## config.mk

```make
export PLATFORM = sky130hd
export DESIGN_NAME = board_state_flat
export DESIGN_NICKNAME = d
export VERILOG_FILES = /design/src/rtl/board_state_pkg.sv /design/src/rtl/board_state_if.sv /design/src/rtl/board_state_cursor_ctrl.sv /design/src/rtl/board_state.sv /design/src/flat_wrapper.sv
export SDC_FILE = /design/constraint.sdc
export NUM_CORES = 2
export LEC_CHECK = 0
export ABC_AREA = 1
export BUFFER_PORTS_ARGS = -buffer_cell sky130_fd_sc_hd__buf_2
export CAP_MARGIN = 20
export CORE_AREA = 2 2 390 392
export CTS_BUF_LIST = sky130_fd_sc_hd__clkbuf_4 sky130_fd_sc_hd__clkbuf_8 sky130_fd_sc_hd__clkbuf_16
export DETAILED_ROUTE_END_ITERATION = 10
export DIE_AREA = 0 0 392 394
export PLACE_DENSITY = 0.55
export SKIP_LAST_GASP = 1
export SLEW_MARGIN = 10
export SYNTH_ARGS = -nofsm -noshare
export SYNTH_HDL_FRONTEND = slang
export SYNTH_SLANG_ARGS = --single-unit
```

## constraint.sdc

```tcl
create_clock -name clk -period 5 [get_ports clk]
set_input_delay 1 -clock clk [delete_from_list [all_inputs] [get_ports clk]]
set_output_delay 1 -clock clk [all_outputs]
set_load 0.01 [all_outputs]
```

## src/rtl/board_state_pkg.sv

```systemverilog
// Shared constants and types for the game-board stage.
// - Grid geometry: N_CELLS, GRID, CELL_W (bits per digit) and VIS_W (bits per visibility code).
// - Flat vector widths: MAP_W for the board and map, VIS_BITS for visibility and cell state.
// - cell_state_e: per-cell status codes.
// - game_state_e: FSM state encodings.
// - cell_index: converts a row/column pair into a flat cell index.
package board_state_pkg;

  localparam int N_CELLS  = 81;
  localparam int GRID     = 9;
  localparam int CELL_W   = 4;
  localparam int VIS_W    = 2;
  localparam int MAP_W    = N_CELLS * CELL_W;  // 324
  localparam int VIS_BITS = N_CELLS * VIS_W;   // 162

  typedef enum logic [1:0] {
    EMPTY = 2'b00,
    GIVEN = 2'b01,
    OK    = 2'b10,
    WRONG = 2'b11
  } cell_state_e;

  typedef enum logic [2:0] {
    EMPTY_BOARD = 3'd0,
    LOADING     = 3'd1,
    PLAY        = 3'd2,
    WON         = 3'd3,
    LOST        = 3'd4
  } game_state_e;

  // Flat index i = row*9 + col. Both inputs are 0..8, so the result fits in 7 bits.
  function automatic logic [6:0] cell_index(input logic [3:0] row, input logic [3:0] col);
    return (7'(row) * 7'(GRID)) + 7'(col);
  endfunction

endpackage

```

## src/rtl/board_state_if.sv

```systemverilog
// Bundle between the map selector / input logic and the render stage.
// - Inputs to the board:
//   - load: 1-cycle pulse that snapshots the puzzle.
//   - selected_map / selected_vis: the puzzle contents.
//   - btn_up, btn_down, btn_left, btn_right, btn_clear: 1-cycle pulses.
//   - digit_valid with digit: a 1-cycle digit-entry pulse.
// - Outputs from the board:
//   - board and cell_state: flattened per-cell vectors.
//   - cursor_row / cursor_col: the cursor position.
//   - errors: the wrong-entry count.
//   - busy, win, game_over: status levels.
//   - state_dbg: the current FSM state.
// Handshake: every input strobe is a single-cycle valid with no ready. The
// board either acts on it at the sampling edge or ignores it. busy is high
// while the load sweep runs; strobes presented then are dropped and not queued.
interface board_state_if;
  import board_state_pkg::*;

  logic                load;
  logic [MAP_W-1:0]    selected_map;
  logic [VIS_BITS-1:0] selected_vis;
  logic                btn_up;
  logic                btn_down;
  logic                btn_left;
  logic                btn_right;
  logic                digit_valid;
  logic [3:0]          digit;
  logic                btn_clear;

  logic [MAP_W-1:0]    board;
  logic [VIS_BITS-1:0] cell_state;
  logic [3:0]          cursor_row;
  logic [3:0]          cursor_col;
  logic [3:0]          errors;
  logic                busy;
  logic                win;
  logic                game_over;
  game_state_e         state_dbg;

  modport master (
    output load, selected_map, selected_vis, btn_up, btn_down, btn_left,
           btn_right, digit_valid, digit, btn_clear,
    input  board, cell_state, cursor_row, cursor_col, errors, busy, win,
           game_over, state_dbg
  );

  modport slave (
    input  load, selected_map, selected_vis, btn_up, btn_down, btn_left,
           btn_right, digit_valid, digit, btn_clear,
    output board, cell_state, cursor_row, cursor_col, errors, busy, win,
           game_over, state_dbg
  );

endinterface

```

## src/rtl/board_state_cursor_ctrl.sv

```systemverilog
// Player cursor for the 9x9 board.
// Ports:
// - clk, reset: clock and synchronous active-low reset.
// - clear: returns the cursor to (0,0) on a new game.
// - enable: high only when a move may be taken this cycle.
// - btn_up, btn_down, btn_left, btn_right: move pulses.
// - row, col: the current position, each 0..8.
// Only one move is applied per cycle, in priority up > down > left > right.
// A move changes one coordinate and wraps around the edge of the grid.
module cursor_ctrl
  import board_state_pkg::*;
(
  input  logic       clk,
  input  logic       reset,
  input  logic       clear,
  input  logic       enable,
  input  logic       btn_up,
  input  logic       btn_down,
  input  logic       btn_left,
  input  logic       btn_right,
  output logic [3:0] row,
  output logic [3:0] col
);

  localparam logic [3:0] LAST = 4'(GRID - 1);

  always_ff @(posedge clk) begin
    if (!reset || clear) begin
      row <= '0;
      col <= '0;
    end else if (enable) begin
      if (btn_up)
        row <= (row == 4'd0) ? LAST : row - 4'd1;
      else if (btn_down)
        row <= (row == LAST) ? 4'd0 : row + 4'd1;
      else if (btn_left)
        col <= (col == 4'd0) ? LAST : col - 4'd1;
      else if (btn_right)
        col <= (col == LAST) ? 4'd0 : col + 4'd1;
    end
  end

endmodule

```

## src/rtl/board_state.sv

```systemverilog
// Game-board stage downstream of the map selector.
// Ports:
// - clk, reset: clock and synchronous active-low reset.
// - bus (slave): puzzle/load/button inputs in; board, cell_state, cursor,
//   errors, busy/win/game_over and state_dbg out.
// Behaviour:
// - A load pulse snapshots the puzzle, then sweeps the 81 cells one per cycle
//   to build the live board.
// - In PLAY it applies one action per cycle, in priority load > digit > clear > move.
// - It counts solved cells and errors, and ends the game in WON or LOST.
module board_state
  import board_state_pkg::*;
#(
  parameter int MAX_ERRORS = 3
) (
  input  logic          clk,
  input  logic          reset,
  board_state_if.slave  bus
);

  localparam logic [3:0] ERR_LIMIT  = 4'(MAX_ERRORS);
  localparam logic [6:0] LAST_CELL  = 7'(N_CELLS - 1);
  localparam logic [6:0] ALL_SOLVED = 7'(N_CELLS);

  game_state_e         state_q, state_d;

  // Upstream changes every cycle, so only this snapshot is used after load.
  logic [MAP_W-1:0]    shadow_map;
  logic [VIS_BITS-1:0] shadow_vis;

  logic [MAP_W-1:0]    board_q;
  logic [VIS_BITS-1:0] cell_state_q;
  logic [6:0]          sweep_idx;
  logic [6:0]          solved_q, solved_next;
  logic [3:0]          errors_q, errors_next;
  logic [3:0]          cursor_row, cursor_col;

  logic                busy_o, win_o, game_over_o;

  // Decoded actions for the current cycle
  logic [6:0]          cur_idx;
  logic [8:0]          cur_nib;
  logic [7:0]          cur_pair;
  logic [3:0]          cur_sol;
  logic [1:0]          cur_cs;
  logic [8:0]          sw_nib;
  logic [7:0]          sw_pair;
  logic [3:0]          sw_digit;
  logic                sw_given;
  logic                in_play, sweep_active, sweep_last;
  logic                digit_in_range, do_digit, digit_right, do_clear, move_en;

  cursor_ctrl u_cursor (
    .clk       (clk),
    .reset     (reset),
    .clear     (bus.load),
    .enable    (move_en),
    .btn_up    (bus.btn_up),
    .btn_down  (bus.btn_down),
    .btn_left  (bus.btn_left),
    .btn_right (bus.btn_right),
    .row       (cursor_row),
    .col       (cursor_col)
  );

  // Action decode and counter updates
  always_comb begin
    cur_idx        = cell_index(cursor_row, cursor_col);
    cur_nib        = {cur_idx, 2'b00};
    cur_pair       = {cur_idx, 1'b0};
    cur_sol        = shadow_map[cur_nib +: CELL_W];
    cur_cs         = cell_state_q[cur_pair +: VIS_W];

    sw_nib         = {sweep_idx, 2'b00};
    sw_pair        = {sweep_idx, 1'b0};
    sw_digit       = shadow_map[sw_nib +: CELL_W];
    sw_given       = |shadow_vis[sw_pair +: VIS_W];

    in_play        = (state_q == PLAY) && !bus.load;
    sweep_active   = (state_q == LOADING) && !bus.load;
    sweep_last     = (sweep_idx == LAST_CELL);

    digit_in_range = (bus.digit >= 4'd1) && (bus.digit <= 4'd9);
    // GIVEN and OK cells are locked against entry; WRONG cells may be re-entered.
    do_digit       = in_play && bus.digit_valid && digit_in_range &&
                     (cur_cs != GIVEN) && (cur_cs != OK);
    digit_right    = (bus.digit == cur_sol);
    do_clear       = in_play && !bus.digit_valid && bus.btn_clear && (cur_cs == WRONG);
    // A pending digit or clear takes this cycle's action slot even when it is ignored.
    move_en        = in_play && !bus.digit_valid && !bus.btn_clear;

    solved_next    = solved_q;
    errors_next    = errors_q;
    if (sweep_active && sw_given)
      solved_next = solved_q + 7'd1;
    if (do_digit) begin
      if (digit_right)
        solved_next = solved_q + 7'd1;
      else if (errors_q < ERR_LIMIT)
        errors_next = errors_q + 4'd1;
    end
  end

  // FSM: state register
  always_ff @(posedge clk) begin
    if (!reset)
      state_q <= EMPTY_BOARD;
    else
      state_q <= state_d;
  end

  // FSM: next state. Win is tested before loss because a correct entry cannot also add an error.
  always_comb begin
    state_d = state_q;
    if (bus.load) begin
      state_d = LOADING;
    end else begin
      case (state_q)
        LOADING: begin
          if (sweep_last)
            state_d = (solved_next == ALL_SOLVED) ? WON : PLAY;
        end
        PLAY: begin
          if (solved_next == ALL_SOLVED)
            state_d = WON;
          else if (errors_next == ERR_LIMIT)
            state_d = LOST;
        end
        default: state_d = state_q;
      endcase
    end
  end

  // FSM: outputs
  always_comb begin
    busy_o      = 1'b0;
    win_o       = 1'b0;
    game_over_o = 1'b0;
    case (state_q)
      LOADING: busy_o      = 1'b1;
      WON:     win_o       = 1'b1;
      LOST:    game_over_o = 1'b1;
      default: ;
    endcase
  end

  // Snapshot, sweep and board datapath
  always_ff @(posedge clk) begin
    if (!reset) begin
      shadow_map   <= '0;
      shadow_vis   <= '0;
      board_q      <= '0;
      cell_state_q <= '0;
      sweep_idx    <= '0;
      solved_q     <= '0;
      errors_q     <= '0;
    end else if (bus.load) begin
      shadow_map   <= bus.selected_map;
      shadow_vis   <= bus.selected_vis;
      sweep_idx    <= '0;
      solved_q     <= '0;
      errors_q     <= '0;
    end else begin
      if (sweep_active) begin
        board_q[sw_nib +: CELL_W]       <= sw_given ? sw_digit : 4'd0;
        cell_state_q[sw_pair +: VIS_W]  <= sw_given ? GIVEN : EMPTY;
        // Hold at the last cell so the index never points past the vectors.
        if (!sweep_last)
          sweep_idx <= sweep_idx + 7'd1;
      end
      if (do_digit) begin
        board_q[cur_nib +: CELL_W]      <= bus.digit;
        cell_state_q[cur_pair +: VIS_W] <= digit_right ? OK : WRONG;
      end
      if (do_clear) begin
        board_q[cur_nib +: CELL_W]      <= 4'd0;
        cell_state_q[cur_pair +: VIS_W] <= EMPTY;
      end
      solved_q <= solved_next;
      errors_q <= errors_next;
    end
  end

  assign bus.board      = board_q;
  assign bus.cell_state = cell_state_q;
  assign bus.cursor_row = cursor_row;
  assign bus.cursor_col = cursor_col;
  assign bus.errors     = errors_q;
  assign bus.busy       = busy_o;
  assign bus.win        = win_o;
  assign bus.game_over  = game_over_o;
  assign bus.state_dbg  = state_q;

endmodule

```

## src/flat_wrapper.sv

```systemverilog
// flat-port wrapper written by rule: the top's interface ports become plain ports
module board_state_flat import board_state_pkg::*;
#(
  parameter int MAX_ERRORS = 3
)
  (clk, reset, bus_load, bus_selected_map, bus_selected_vis, bus_btn_up, bus_btn_down, bus_btn_left, bus_btn_right, bus_digit_valid, bus_digit, bus_btn_clear, bus_board, bus_cell_state, bus_cursor_row, bus_cursor_col, bus_errors, bus_busy, bus_win, bus_game_over, bus_state_dbg);
  board_state_if bus_i ();
  input  logic clk;
  input  logic reset;
  input wire logic [$bits(bus_i.load)-1:0] bus_load;
  input wire logic [$bits(bus_i.selected_map)-1:0] bus_selected_map;
  input wire logic [$bits(bus_i.selected_vis)-1:0] bus_selected_vis;
  input wire logic [$bits(bus_i.btn_up)-1:0] bus_btn_up;
  input wire logic [$bits(bus_i.btn_down)-1:0] bus_btn_down;
  input wire logic [$bits(bus_i.btn_left)-1:0] bus_btn_left;
  input wire logic [$bits(bus_i.btn_right)-1:0] bus_btn_right;
  input wire logic [$bits(bus_i.digit_valid)-1:0] bus_digit_valid;
  input wire logic [$bits(bus_i.digit)-1:0] bus_digit;
  input wire logic [$bits(bus_i.btn_clear)-1:0] bus_btn_clear;
  output wire logic [$bits(bus_i.board)-1:0] bus_board;
  output wire logic [$bits(bus_i.cell_state)-1:0] bus_cell_state;
  output wire logic [$bits(bus_i.cursor_row)-1:0] bus_cursor_row;
  output wire logic [$bits(bus_i.cursor_col)-1:0] bus_cursor_col;
  output wire logic [$bits(bus_i.errors)-1:0] bus_errors;
  output wire logic [$bits(bus_i.busy)-1:0] bus_busy;
  output wire logic [$bits(bus_i.win)-1:0] bus_win;
  output wire logic [$bits(bus_i.game_over)-1:0] bus_game_over;
  output wire logic [$bits(bus_i.state_dbg)-1:0] bus_state_dbg;
  assign bus_i.load = bus_load;
  assign bus_i.selected_map = bus_selected_map;
  assign bus_i.selected_vis = bus_selected_vis;
  assign bus_i.btn_up = bus_btn_up;
  assign bus_i.btn_down = bus_btn_down;
  assign bus_i.btn_left = bus_btn_left;
  assign bus_i.btn_right = bus_btn_right;
  assign bus_i.digit_valid = bus_digit_valid;
  assign bus_i.digit = bus_digit;
  assign bus_i.btn_clear = bus_btn_clear;
  assign bus_board = bus_i.board;
  assign bus_cell_state = bus_i.cell_state;
  assign bus_cursor_row = bus_i.cursor_row;
  assign bus_cursor_col = bus_i.cursor_col;
  assign bus_errors = bus_i.errors;
  assign bus_busy = bus_i.busy;
  assign bus_win = bus_i.win;
  assign bus_game_over = bus_i.game_over;
  assign bus_state_dbg = bus_i.state_dbg;
  board_state #(.MAX_ERRORS(MAX_ERRORS)) u_core (.clk(clk), .reset(reset), .bus(bus_i));
endmodule
```

==> metrics.txt <==
# TYPE chip_impl_metric gauge
chip_impl_info{name="run_status",value="complete, no violations"} 1
chip_impl_metric{name="actual_slew_at_the_worst_max_slew_pin",unit="ns"} 1.10
chip_impl_metric{name="routed_wirelength",unit="um"} 315000
chip_impl_metric{name="timing.final.crit_share",unit=""} 0.981
chip_impl_metric{name="synth_cell_type_count",unit=""} 61
chip_impl_info{name="worst_hold_path_type",value="in -> reg"} 1
chip_impl_metric{name="finish.net_count",unit=""} 10242
chip_impl_metric{name="cts-htree-levels",unit=""} 3
chip_impl_info{name="worst_hold_startpoint",value="bus_selected_map[167]"} 1
chip_impl_metric{name="gp_congestion",unit=""} 0.991
chip_impl_metric{name="hold_depth",unit=""} 3
chip_impl_metric{name="tritoncts.num_buffers",unit=""} 118
chip_impl_metric{name="internal-power",unit="uW"} 14000
chip_impl_metric{name="synth_edf_count",unit=""} 0
chip_impl_metric{name="via_count",unit=""} 69015
chip_impl_metric{name="clock_tree.buffer_depth",unit=""} 3
chip_impl_metric{name="post_cts_hold_buffer_count",unit=""} 0
chip_impl_metric{name="route.antenna.remaining_nets",unit=""} 0
chip_impl_info{name="crit_end_element",value="register"} 1
chip_impl_metric{name="clock_latency",unit="ns"} 0.80
chip_impl_metric{name="critical_path.max_stage_delay",unit="ns"} 0.66
chip_impl_metric{name="starting_density",unit=""} 0.374
chip_impl_metric{name="wp_data_required",unit="ns"} 5.71
chip_impl_metric{name="rr_worst_depth",unit=""} 15
chip_impl_metric{name="fp-row-count",unit=""} 143
chip_impl_metric{name="wl_per_cell",unit="um"} 26.6
chip_impl_metric{name="grt-ovfl-total",unit=""} 0
chip_impl_metric{name="grtUsageMet3",unit=""} 0.0985
chip_impl_metric{name="slew_headroom",unit=""} 0.267
chip_impl_info{name="cp_top_family",value="simple AND/OR/NAND/NOR gates"} 1
chip_impl_metric{name="power.share.clock",unit=""} 0.460
chip_impl_metric{name="timing.final.crit_period",unit="ns"} 4.90
chip_impl_metric{name="dieArea",unit="um2"} 154000
chip_impl_metric{name="setup-tns-final",unit="ns"} 0
chip_impl_metric{name="placed_cell_area",unit="um2"} 63500
chip_impl_metric{name="hold_viol_final",unit=""} 0
chip_impl_info{name="critical_path.most_common_cell",value="sky130_fd_sc_hd__nand2_1"} 1
chip_impl_metric{name="synth-warning-count",unit=""} 0
chip_impl_metric{name="grt_first_pass_wirelength",unit="um"} 445000
chip_impl_metric{name="power_switching_share",unit=""} 0.289
chip_impl_metric{name="drtIter0Drc",unit=""} 8537
chip_impl_info{name="crit-reg2reg-capture",value="u_core.bus.board[275]"} 1
chip_impl_metric{name="leakage",unit="uW"} 0.0281
chip_impl_metric{name="drc",unit=""} 0
chip_impl_metric{name="synthesis.nets",unit=""} 9523
chip_impl_metric{name="drt-pass1-iter-count",unit=""} 6
chip_impl_info{name="worst_setup_path_start_kind",value="register"} 1
chip_impl_metric{name="fin_skew",unit="ns"} 0.0877
chip_impl_metric{name="biggest_fanout_along_the_worst_timing_path",unit=""} 60
chip_impl_metric{name="timing.critical_path.buf_inv",unit=""} 2
chip_impl_metric{name="hpwlAfterDp",unit="um"} 224000
chip_impl_metric{name="number_of_port_buffers",unit=""} 1002
chip_impl_info{name="cts_tree",value="built"} 1
chip_impl_metric{name="global_route_met1_usage",unit=""} 0.515
chip_impl_metric{name="io_pins",unit=""} 1003
chip_impl_info{name="cpMaxStageDelayCell",value="sky130_fd_sc_hd__o21ai_4"} 1
chip_impl_metric{name="yosys_register_bits",unit=""} 1001
chip_impl_metric{name="netSwitchingPower",unit="uW"} 5700
chip_impl_metric{name="gr-usage-all-layers",unit=""} 0.389
chip_impl_metric{name="power.sequential.fraction",unit=""} 0.430
chip_impl_metric{name="area_growth",unit="%"} 20.1
chip_impl_metric{name="pwr_density_cell",unit="nW/um2"} 291
chip_impl_metric{name="maximum_number_of_pins_on_one_net_before_global_route_repair",unit=""} 184
chip_impl_metric{name="final.setup.worst_slack",unit="ns"} 0.0964
chip_impl_metric{name="syn_avg_cell_area",unit="um2"} 6.26
chip_impl_info{name="path_class",value="reg -> reg"} 1
chip_impl_metric{name="synthCells",unit=""} 9000
chip_impl_metric{name="final.fill_count",unit=""} 16204
chip_impl_metric{name="grt_pass1_vias",unit=""} 62800
chip_impl_metric{name="drv_slew",unit=""} 0
chip_impl_metric{name="groute.layer.met2.usage",unit=""} 0.568
chip_impl_metric{name="worst_setup_hold_path_clk_slew",unit="ns"} 0.06
chip_impl_metric{name="setup_viol",unit=""} 0
chip_impl_info{name="yosys_most_used_dff",value="sky130_fd_sc_hd__dfxtp_1"} 1
chip_impl_metric{name="p_comb_frac",unit=""} 0.110
chip_impl_info{name="critical_path.cell_chain",value="inv_6 -> buf_4 -> nand2_1 -> a32o_1 -> nand2_1 -> o211ai_1 -> nand2_1 -> nand3_1 -> o21ai_4 -> nand3_1 -> nor2_1 -> nand2_1 -> o211ai_1 -> o211ai_1 -> a21oi_1"} 1
chip_impl_metric{name="drive_above_1_share",unit=""} 0.163
chip_impl_metric{name="async_flop_share",unit=""} 0
chip_impl_info{name="grt-busiest-layer",value="met2"} 1
chip_impl_metric{name="design_area",unit="um2"} 67700
chip_impl_metric{name="critPathArrivalTime",unit="ns"} 5.61
chip_impl_metric{name="die_w",unit="um"} 392
chip_impl_metric{name="initial_antenna_violation_count",unit=""} 27
chip_impl_metric{name="post_drt_via_cell_ratio",unit=""} 5.82
chip_impl_metric{name="yosysSeqAreaShare",unit=""} 0.356
chip_impl_metric{name="fp.dieH",unit="um"} 394
chip_impl_metric{name="place_worst_setup_slack",unit="ns"} 0.147
chip_impl_metric{name="r2r_slack",unit="ns"} 0.1
chip_impl_metric{name="core",unit="um2"} 151000
chip_impl_info{name="cts-root-buf",value="sky130_fd_sc_hd__clkbuf_16"} 1
chip_impl_metric{name="timing_limited_maximum_frequency",unit="MHz"} 204
chip_impl_info{name="hold-path-endpoint",value="u_core.shadow_map[167]"} 1
chip_impl_metric{name="vdd_ir_drop_max",unit="mV"} 0.318
chip_impl_metric{name="max_cap_violations",unit=""} 0
chip_impl_info{name="rsz0062_at_grt",value="false"} 1
chip_impl_metric{name="cts.sinks",unit=""} 1001
chip_impl_metric{name="syn_area",unit="um2"} 56400
chip_impl_info{name="r2r-start",value="u_core.sweep_idx[0]"} 1
## tightest hold or removal path, stage by stage
cell and delay, ns:
sky130_fd_sc_hd__buf_2 0.08, sky130_fd_sc_hd__nor2_1 0.03, sky130_fd_sc_hd__nor2_1 0.08
## metrics by stage
| stage | util | hold slack (ns) | instances | power, uW |
|---|---|---|---|---|
| finish | 0.449 | 0.423 | 11858 | 19700 |
| global route | 0.449 | 0.415 | 11854 | 20300 |
| CTS | 0.449 | 0.388 | 11843 | 19700 |
| detailed placement | 0.422 | 0.436 | 11626 | 10700 |
| global placement | 0.422 | 0.433 | 11625 | 10700 |
| floorplan | - | 0.433 | 9000 | 9680 |
## per-layer routing
layer  routed length, um  vias to the layer above  part of all wire
met5                 107                        -           0.00034
met4               20800                       12             0.066
met3               36100                      804              0.11
met2              131000                     4002              0.42
met1              127000                    32672              0.40
li1                    -                    31525                 -
## cell type report
| class | instances | area (um2) | area share |
|---|---|---|---|
| multi-input combinational | 6890 | 32000 | 0.472 |
| sequential | 1001 | 20000 | 0.296 |
| timing repair buffer | 1222 | 7200 | 0.106 |
| clock buffer | 182 | 3620 | 0.0535 |
| tap | 2030 | 2540 | 0.0375 |
| inverter | 486 | 1860 | 0.0275 |
| clock inverter | 35 | 414 | 0.00612 |
| antenna | 12 | 30.0 | 0.000444 |
## Yosys cell counts (all sizes together) (19+ instances only)
library cell	n	share of area
nor3	87	0.0083
inv	468	0.031
a21oi	759	0.067
ha	23	0.0051
nor2	1548	0.10
o211ai	275	0.037
nand2	2140	0.14
o221ai	19	0.0030
nand4	30	0.0033
buf	234	0.021
dfxtp	1001	0.36
a221oi	82	0.013
o22ai	44	0.0049
o31ai	20	0.0027
a22oi	27	0.0036
o21ai	1011	0.090
nand3	722	0.064
clkbuf	389	0.026
## flip-flops by register name, summed over array words and instances, names as in the netlist
register / flops
u_core.shadow_map: 324
u_core.u_cursor.row: 4
u_core.bus.errors: 4
u_core.bus.board: 324
u_core.solved_q: 7
u_core.sweep_idx: 7
u_core.bus.state_dbg: 3
u_core.u_cursor.col: 4
u_core.shadow_vis: 162
u_core.bus.cell_state: 162
## worst max path at each step
stage | from | to | cells past startpoint
after global routing | u_core.sweep_idx[0] | u_core.bus.board[19] | 15
after CTS | u_core.u_cursor.row[0] | u_core.bus.state_dbg[1] | 30
final | u_core.sweep_idx[0] | u_core.bus.board[275] | 15
after detailed placement | u_core.u_cursor.row[0] | u_core.bus.state_dbg[1] | 30
after global placement | u_core.u_cursor.row[0] | u_core.bus.board[170] | 20
after floorplan | u_core.u_cursor.row[1] | u_core.bus.cell_state[82] | 27
## cells by family after synthesis
| kind of cell | synth area share |
|---|---|
| XOR/XNOR | 0.00273 |
| flip-flops | 0.356 |
| AND/OR/NAND/NOR | 0.327 |
| multiplexers | 0.000355 |
| adder cells (fa/ha/maj) | 0.00546 |
| buffers and inverters | 0.0796 |
| AO/OA/AOI/OAI | 0.229 |
## power groups by stage
stage                     Combinational [uW]  Clock [uW]  Sequential [uW]
after CTS                               2110        9120             8460
after global placement                  2080           0             8630
after detailed placement                2100           0             8630
final                                   2180        9080             8470
after global routing                    2310        9450             8500
after floorplan                         1110           0             8570
## placed cells by master, fill, tap and decap left out, types with 10 or more instances in the layout
cell / netlist / routed
sky130_fd_sc_hd__nand2_1: 2130 / 2128
sky130_fd_sc_hd__nor2_1: 1512 / 1508
sky130_fd_sc_hd__buf_2: 166 / 1000
sky130_fd_sc_hd__dfxtp_1: 1001 / 998
sky130_fd_sc_hd__o21ai_0: 903 / 903
sky130_fd_sc_hd__a21oi_1: 758 / 757
sky130_fd_sc_hd__nand3_1: 719 / 719
sky130_fd_sc_hd__inv_1: 412 / 408
sky130_fd_sc_hd__o211ai_1: 275 / 275
sky130_fd_sc_hd__buf_4: 25 / 179
sky130_fd_sc_hd__clkbuf_16: 0 / 120
sky130_fd_sc_hd__o21ai_1: 105 / 105
sky130_fd_sc_hd__a221oi_1: 82 / 82
sky130_fd_sc_hd__nor3_1: 81 / 81
sky130_fd_sc_hd__inv_2: 56 / 53
sky130_fd_sc_hd__o22ai_1: 44 / 44
sky130_fd_sc_hd__clkbuf_4: 0 / 36
sky130_fd_sc_hd__buf_12: 0 / 36
sky130_fd_sc_hd__nor2_2: 35 / 35
sky130_fd_sc_hd__nand4_1: 30 / 30
sky130_fd_sc_hd__a22oi_1: 27 / 27
sky130_fd_sc_hd__clkbuf_8: 0 / 27
sky130_fd_sc_hd__clkinv_2: 1 / 24
sky130_fd_sc_hd__o31ai_1: 20 / 20
sky130_fd_sc_hd__ha_1: 23 / 20
sky130_fd_sc_hd__o221ai_1: 19 / 19
sky130_fd_sc_hd__or2_2: 17 / 17
sky130_fd_sc_hd__clkinv_1: 17 / 17
sky130_fd_sc_hd__diode_2: 0 / 12
sky130_fd_sc_hd__nand2_2: 9 / 11
sky130_fd_sc_hd__a31oi_1: 10 / 10
## repair_timing
action,4_1_cts,5_1_grt
setup buffers,0,1
gates resized for setup,0,8
setup endpoints to repair,0,39
(Power assumes the default switching activity.)
